===== src/rtl/rr_arb4way16.sv =====
// -----------------------------------------------------------------------------
// rr_arb4way16
//
// Round-robin arbiter and capture stage in front of Mux4way16. Four WIDTH-bit
// sources (A..D) request with VALID[i] and are accepted with READY[i]. One
// source wins per cycle. Its word and 2-bit index are registered and presented
// downstream as OUT/SEL with an OUT_VALID/OUT_READY handshake. SEL uses the
// Mux4way16 select encoding: 0=A, 1=B, 2=C, 3=D.
//
// Ports:
//   CLK        in   rising-edge clock
//   RST        in   asynchronous, active-high reset
//   A,B,C,D    in   source data, WIDTH bits each
//   VALID      in   per-source request (bit0=A .. bit3=D)
//   READY      out  per-source accept, one-hot or zero, combinational
//   OUT        out  registered winning word
//   SEL        out  registered index of the word held in OUT
//   OUT_VALID  out  OUT/SEL hold an unconsumed word
//   OUT_READY  in   downstream takes OUT this cycle
//
// Build option:
//   ARB_FIXED_PRIO_EN  when defined, fixed priority A>B>C>D replaces the
//                      round-robin scan. Handshake, latency and reset
//                      behaviour do not change.
// -----------------------------------------------------------------------------
module rr_arb4way16 #(
    parameter int WIDTH = 16
) (
    input  logic             CLK,
    input  logic             RST,
    input  logic [WIDTH-1:0] A,
    input  logic [WIDTH-1:0] B,
    input  logic [WIDTH-1:0] C,
    input  logic [WIDTH-1:0] D,
    input  logic [3:0]       VALID,
    output logic [3:0]       READY,
    output logic [WIDTH-1:0] OUT,
    output logic [1:0]       SEL,
    output logic             OUT_VALID,
    input  logic             OUT_READY
);

    logic [WIDTH-1:0] out_q;
    logic [1:0]       sel_q;
    logic             out_valid_q;

    logic             load;
    logic             grant;
    logic [1:0]       winner;
    logic             found;
    logic [1:0]       cand;
    logic [WIDTH-1:0] win_data;

    // The output register can take a new word when it is empty or is being
    // drained this cycle. Draining and refilling together gives 1 word/cycle.
    assign load  = !out_valid_q || OUT_READY;
    assign grant = load && (VALID != 4'b0000);

`ifdef ARB_FIXED_PRIO_EN
    // Fixed priority: the lowest set VALID bit wins. No pointer is kept.
    always_comb begin
        // NOTE: every signal written here gets a default first, so no path
        // leaves it unassigned and no latch is inferred.
        winner = 2'd0;
        found  = 1'b0;
        cand   = 2'd0;
        for (int k = 0; k < 4; k++) begin
            cand = 2'(k);
            if (!found && VALID[cand]) begin
                winner = cand;
                found  = 1'b1;
            end
        end
    end
`else
    // Index of the most recent grant. Reset to 3 so the first scan is A,B,C,D.
    logic [1:0] last_q;

    // Round-robin: scan LAST+1, LAST+2, LAST+3, then LAST itself. The 2-bit
    // add wraps mod 4, so k=4 lands back on LAST.
    always_comb begin
        winner = 2'd0;
        found  = 1'b0;
        cand   = 2'd0;
        for (int k = 1; k <= 4; k++) begin
            cand = last_q + 2'(k);
            if (!found && VALID[cand]) begin
                winner = cand;
                found  = 1'b1;
            end
        end
    end
`endif

    always_comb begin
        case (winner)
            2'd0:    win_data = A;
            2'd1:    win_data = B;
            2'd2:    win_data = C;
            default: win_data = D;
        endcase
    end

    // Reset empties the output register, which raises LOAD. READY is therefore
    // gated with RST so that no source sees an accept while reset is held.
    always_comb begin
        READY = 4'b0000;
        if (grant && !RST) begin
            READY[winner] = 1'b1;
        end
    end

    // NOTE: sequential state uses non-blocking assignments only, so every
    // register samples the pre-edge values of the others.
    always_ff @(posedge CLK or posedge RST) begin
        if (RST) begin
            out_q       <= '0;
            sel_q       <= 2'd0;
            out_valid_q <= 1'b0;
        end else if (load) begin
            if (grant) begin
                out_q       <= win_data;
                sel_q       <= winner;
                out_valid_q <= 1'b1;
            end else begin
                // Drained with nothing to replace it: OUT and SEL keep their
                // last word, only the valid flag drops.
                out_valid_q <= 1'b0;
            end
        end
    end

`ifndef ARB_FIXED_PRIO_EN
    always_ff @(posedge CLK or posedge RST) begin
        if (RST) begin
            last_q <= 2'd3;
        end else if (grant) begin
            last_q <= winner;
        end
    end
`endif

    assign OUT       = out_q;
    assign SEL       = sel_q;
    assign OUT_VALID = out_valid_q;

endmodule


===== config.mk =====
export PLATFORM = sky130hd
export DESIGN_NAME = rr_arb4way16
export DESIGN_NICKNAME = d
export VERILOG_FILES = /design/src/rtl/rr_arb4way16.sv
export SDC_FILE = /design/constraint.sdc
export NUM_CORES = 1
export LEC_CHECK = 0
export ABC_AREA = 1
export ABC_CLOCK_PERIOD_IN_PS = 2700
export CORE_MARGIN = 10
export CORE_UTILIZATION = 30
export DETAILED_ROUTE_END_ITERATION = 10
export PLACE_DENSITY = 0.67
export SLEW_MARGIN = 20
export SYNTH_ARGS = -nofsm -noshare
export SYNTH_HDL_FRONTEND = slang
export SYNTH_SLANG_ARGS = --single-unit

===== constraint.sdc =====
create_clock -name CLK -period 2.7 [get_ports CLK]
set_input_delay 0.27 -clock CLK [delete_from_list [all_inputs] [get_ports CLK]]
set_output_delay 0.27 -clock CLK [all_outputs]
set_load 0.05 [all_outputs]

==> metrics, run 1 <==
CTS tree=built; Die Area=between 9000 and 10,000 µm²; Starting DRT DRC Count=110; Worst Path Max Fanout=6; Synth Instances=287; number of synthesized register bits=21; TritonCTS Buffers=3; Post-Synth Adder-Cell Area=0%; Synth-to-Final Area Change=64.8%; RSZ-0062 raised after global routing=false; HPWL after DPL=5310 µm; Initial DRT Pass Iterations=4; Net Count, Synth=between 300 and 400; Vert. Die Dim=approximately 100 µm; Final Wtd Congestion=between 0.8 and 0.9; I/O Pins=94; Compound-Gate Fraction of Synth Area=between 5 and 6%; most common cell after layout, fill and taps aside=nand2_1; Post-Synth Simple-Gate Area=between 50 and 60%; maximum clock insertion buffer count=2; GRT Util Overall=between 10 and 15%; clock slew at reported path FFs=about 0.09 ns; most frequent cells in the layout=nand2_1, clkdlybuf4s50_1, nand3_1; Hold Slack=roughly 0.40 ns; vias in the first global route=~2,100; CTS hold repair buffers=0; largest net degree at the start of global routing=23; antenna cells=0; Mapped Area=~1800 µm²; Pwr Density=1450 nW/µm²; core area=approximately 5900 µm²; Avg Vias per Cell=4.77; mux cell area share after synthesis=0%; WL final=6780 µm; GRT Residual Overflow=0; clk root buf=clkbuf_8; # DRC=0; Avg Cell Area, Syn=between 6 and 7 µm²; clk_lat worst skew=0.27 ns; Yosys top cell by area=dfrtp_1; most area-consuming cells after synthesis=dfrtp_1, nand2_1, nand3_1; Initial Util=between 30% and 40%; Static Leak=roughly 1.4 nW; first-pass GRT wire length=11,000 µm; H-Tree Depth=1; post-synth top area share=a little over a quarter; Final ANT Viol Nets=0; Final setup violation count=0; Fmax=0.394 GHz; Worst-Margin Slew=about 0.56 ns; Crit Path Class=register to primary output; Slew headroom=~62%; register area share after synthesis=between 20% and 30%; Slew Limit Fails=0; largest family of logic cells by synthesized area=simple AND/OR/NAND/NOR gates; vias=approximately 2,200; PortBufs=between 90 and 100; Worst EP required=2.43 ns; fin crit period=2.54 ns; Die Width=around 97 µm; worst endpoint data arrival time=approximately 2.3 ns; row count=28; unique cell type count in the Yosys netlist=28; share of cells above drive strength 1=between 10% and 20%; VDD IR max=between 0.6 and 0.7 mV; HP Class=input port to asynchronous set/reset pin; startpoint types=register; Ys Warns=0; initial antenna violation count=0; routed wire length per instance=~15 µm; Worst Clk Skew=roughly 0.0027 ns; Final #Nets=between 400 and 500; Synth Area in XOR/XNOR=0%; final hold violations=0; max_cap viols=0; outcome=complete, no violations; Critical Path Sink Type=primary output; setup TNS=0 ns; # clock sinks=21; Final Cycle Share=94.1%
==> flip-flops by register name, indices dropped and copies added, names as in the netlist <==
name,flops
SEL,2
OUT,16
last_q,2
OUT_VALID,1
==> cells by family after synthesis <==
logic type / after synthesis
flops: 21
buf+inv: 46
compound gates: 16
simple gates: 204
==> cell usage after synthesis <==
library cell / n
nand2_1: 124
nand3_1: 28
inv_1: 27
dfrtp_1: 19
nand3b_1: 16
nand4_1: 15
nand2_2: 8
buf_2: 7
o21bai_1: 7
o21ai_1: 6
nor3_1: 4
buf_6: 3
clkbuf_1: 3
buf_4: 2
dfstp_2: 2
nor2_1: 2
nor2_2: 2
o21ai_0: 2
a21oi_1: 1
buf_1: 1
clkinv_1: 1
inv_2: 1
inv_4: 1
nand2_4: 1
nand3_2: 1
nand4_2: 1
nor2_4: 1
nor4_1: 1
==> worst paths after layout <==
path / cells past startpoint / from / end / slack (ns)
max: 12 / last_q[0]$_DFFE_PP1P_ / READY[3] / 0.16
min: 3 / RST / OUT[3]$_DFFE_PP0P_ / 0.40
max reg2reg: 15 / last_q[0]$_DFFE_PP1P_ / OUT[1]$_DFFE_PP0P_ / 0.28
min reg2reg: 2 / OUT[13]$_DFFE_PP0P_ / OUT[13]$_DFFE_PP0P_ / 0.48
max in group asynchronous: 3 / RST / last_q[1]$_DFFE_PP1P_ / 2.02
min in group CLK: 2 / OUT[13]$_DFFE_PP0P_ / OUT[13]$_DFFE_PP0P_ / 0.48
==> power breakdown <==
group,internal [mW],switching (mW),total [mW]
sequential,0.483,0.101,0.584
combinational,1.27,2.21,3.49
clock,0.103,0.123,0.227
total,1.86,2.44,4.30
==> per-stage QoR <==
stage / utilization (%) / power [mW] / area, µm² / cells / setup WS [ns]
4_1_cts: 49.3 / 4.09 / 2900 / 453 / 0.0745
3_3_place_gp: 48.5 / 3.83 / 2850 / 449 / 0.302
5_1_grt: 50.4 / 4.71 / 2970 / 459 / 0.0108
3_5_place_dp: 48.5 / 3.86 / 2850 / 449 / 0.270
6_report: 50.4 / 4.30 / 2970 / 459 / 0.160
2_1_floorplan: - / 3.05 / 1820 / 287 / 0.252
==> critical path, stage by stage (launching register included) <==
cell        delay (ns)
dfstp_2           0.62
clkbuf_2          0.19
nand2_1           0.06
nand2_1           0.09
nand2_2           0.07
nand2_2           0.10
nor2_4            0.05
nand2_2           0.06
nand3_2           0.14
nand2_8           0.13
clkinvlp_4        0.14
nor3_4            0.18
buf_12            0.16
==> timing repair <==
item                       4_1_cts  5_1_grt
setup endpoints to repair        0        2
setup buffers                    0        6
gates resized for setup          0        4
==> area by class of cell <==
cell class,count,area [µm²]
Tap cell,75,93.8
Timing Repair Buffer,109,1080
Sequential cell,21,528
Multi-Input combinational cell,220,1100
Clock inverter,1,5.00
Fill cell,616,2920
Clock buffer,3,41.3
Inverter,30,119
==> metal layers <==
| metal | global-route usage [%] | vias up | part of all wire, % |
|---|---|---|---|
| met4 | 4.92 | 0 | 2.6 |
| met3 | 1.85 | 13 | 4.5 |
| met2 | 22.7 | 79 | 47 |
| li1 | - | 1116 | - |
| met1 | 17.9 | 981 | 46 |
| met5 | 0 | - | 0 |
(Power assumes the default switching activity.)
==> run 2, diff against run 1 <==
--- a/config.mk
+++ b/config.mk
@@ -6,7 +6,7 @@
 export NUM_CORES = 1
 export LEC_CHECK = 0
 export ABC_AREA = 1
-export ABC_CLOCK_PERIOD_IN_PS = 2700
+export ABC_CLOCK_PERIOD_IN_PS = 3200
 export CORE_MARGIN = 10
 export CORE_UTILIZATION = 30
 export DETAILED_ROUTE_END_ITERATION = 10
==> constraint.sdc (replaced) <==
create_clock -name CLK -period 3.2 [get_ports CLK]
set_input_delay 0.32 -clock CLK [delete_from_list [all_inputs] [get_ports CLK]]
set_output_delay 0.32 -clock CLK [all_outputs]
set_load 0.05 [all_outputs]
==> metrics, run 2 (same netlist as run 1, synthesis figures left out) <==
Worst-Margin Slew=0.598 ns (was 0.564 ns); first-pass GRT wire length=10,700 µm (was 11,000 µm); H-Tree Depth=1 (unchanged); Reg power frac=14.9% (was 13.6%); Final ANT Viol Nets=0 (unchanged); Final Wtd Congestion=0.879 (was 0.893); Slew Limit Fails=0 (unchanged); share of cells above drive strength 1=9.79% (was 12.5%); worst r2r src=last_q[0]$_DFFE_PP1P_ (unchanged); Clock Power Share=5.2% (was 5.3%); # clock sinks=21 (unchanged); clk_lat worst skew=0.26 ns (was 0.27 ns); startpoint types=register (unchanged); Largest stage delay, worst path=0.67 ns (was 0.62 ns); crit-path cells=inv_4 > nand2_1 > nand2_1 > nand2_2 > nand2_2 > nor2_4 > nand4_2 > nand2_4 > inv_1 > nor3_1 > buf_12 (was clkbuf_2 > nand2_1 > nand2_1 > nand2_2 > nand2_2 > nor2_4 > nand2_2 > nand3_2 > nand2_8 > clkinvlp_4 > nor3_4 > buf_12); HPWL after DPL=5170 µm (was 5310 µm); PortBufs=93 (unchanged); GRT Residual Overflow=0 (unchanged); setup slack, reg-to-reg=0.80 ns (was 0.28 ns); CTS tree=built (unchanged); Comb pwr share=79.8% (was 81.1%); reg2reg end=OUT[7]$_DFFE_PP0P_ (was OUT[1]$_DFFE_PP0P_); max reg flops=16 (unchanged); VDD IR max=0.647 mV (was 0.620 mV); final hold violations=0 (unchanged); setup TNS=0 ns (unchanged); Pwr Density=1170 nW/µm² (was 1450 nW/µm²); clk root buf=clkbuf_8 (unchanged); outcome=complete, no violations (unchanged); vias in the first global route=2,191 (was 2,141); cts repair resizes=0 (unchanged); Slew headroom=59.7% (was 62.3%); Synth-to-Final Area Change=59.9% (was 64.8%); Static Leak=1.42 nW (was 1.45 nW); initial antenna violation count=0 (unchanged); largest net degree at the start of global routing=31 (was 23); Crit Path Class=register to primary output (unchanged); vias=2,132 (was 2,189); WL final=6570 µm (was 6780 µm); # Post-CTS Setup Buffers=0 (unchanged); Fmax=between 0.3 and 0.4 GHz; Final Cycle Share=around 90%; max_cap viols=0 (unchanged); Final setup violation count=0 (unchanged); Initial Util=30.6% (unchanged); CTS hold repair buffers=0 (unchanged); I/O Pins=94 (unchanged); P_int=1.42 mW (was 1.86 mW); Hold Slack=0.450 ns (was 0.401 ns); routed wire length per instance=14.5 µm (was 14.8 µm); fin crit period=2.81 ns; Initial DRT Pass Iterations=4 (unchanged); row count=28 (unchanged); # DRC=0 (unchanged); slowest stage cell, crit path=dfstp_2 (unchanged); most frequent cells in the layout=nand2_1, clkdlybuf4s50_1, nand3_1 (unchanged); Net Sw Power=1.95 mW (was 2.44 mW); Avg Vias per Cell=4.71 (was 4.77); Worst Clk Skew=0.00474 ns (was 0.00269 ns); R2R cell count=14 (was 15); clock slew at reported path FFs=0.08 ns (was 0.09 ns); most common cell after layout, fill and taps aside=nand2_1 (unchanged); Critical Path Sink Type=primary output (unchanged); HP Class=input port to asynchronous set/reset pin (unchanged); Worst Path Max Fanout=21 (was 6); worst endpoint data arrival time=2.49 ns (was 2.27 ns); antenna cells=0 (unchanged); Starting DRT DRC Count=100 (was 110); core area=5890 µm² (unchanged); Worst EP required=2.88 ns (was 2.43 ns); switching share of power=57.9% (was 56.7%); RSZ-0062 raised after global routing=false (unchanged); maximum clock insertion buffer count=2 (unchanged); Die Area=9500 µm² (unchanged); Final #Nets=450 (was 456); Vert. Die Dim=97.5 µm (unchanged); GRT Util Overall=13.3% (was 13.8%); TritonCTS Buffers=3 (unchanged); Die Width=97.5 µm (unchanged)
## run 2: changes by cell type in the layout (fill, tap and decap cells not counted), sizes merged
cell	change
inv	+1
buf	-5
clkbuf	-1
clkinvlp	-1
## run 2: worst max-delay path by stage
stage                          startpoint        to  slack [ns]  cells after the start
global route        last_q[0]$_DFFE_PP1P_  READY[3]        0.19                     11
detailed placement               VALID[1]  READY[3]        0.58                     11
global placement                 VALID[2]  READY[1]        0.66                     12
finish              last_q[0]$_DFFE_PP1P_  READY[3]        0.39                     11
CTS                 last_q[0]$_DFFE_PP1P_  READY[3]        0.37                     11
floorplan           last_q[0]$_DFFE_PP1P_  READY[3]        0.29                     12
## run 2: critical path, delay by kind of cell, from the launching register on
| family | cells | cell delay (ns) |
|---|---|---|
| DFF | 1 | 0.67 |
| buffers and inverters | 3 | 0.43 |
| and+or+nand+nor | 8 | 1.13 |
## run 2: layout make-up
cell class | instances | area, µm²
well taps | 75 | 93.8
clock buffers | 3 | 41.3
repair buffers | 103 | 1030
inverters | 30 | 115
fillers | 590 | 3010
multi-input cells | 220 | 1060
clock inverters | 1 | 5.00
flip-flops and latches | 21 | 528
## run 2: power groups by stage
stage                     Clock [mW]  Sequential, mW  Combinational, mW
after floorplan                    0           0.866               1.69
after detailed placement           0           0.507               2.72
after CTS                      0.185           0.503               2.73
final                          0.177           0.504               2.70
after global placement             0           0.503               2.71
after global routing           0.199           0.520               3.01
## run 2: layer usage
layer | up-vias | global-route usage, % | share of wire, %
met4 | 0 | 3.58 | 1.4
met2 | 78 | 22.1 | 46
met3 | 7 | 2.77 | 6.8
met5 | - | 0 | 0
met1 | 945 | 16.9 | 46
li1 | 1102 | - | -
## run 2: per-stage QoR
stage	setup WS [ns]	total power, mW	area (µm²)	util (%)	std cells
3_3_place_gp	0.657	3.21	2830	48.1	449
4_1_cts	0.370	3.42	2880	48.9	453
5_1_grt	0.195	3.73	2880	48.9	453
6_report	0.390	3.38	2880	48.9	453
3_5_place_dp	0.584	3.23	2830	48.1	449
2_1_floorplan	0.287	2.55	1800	-	287
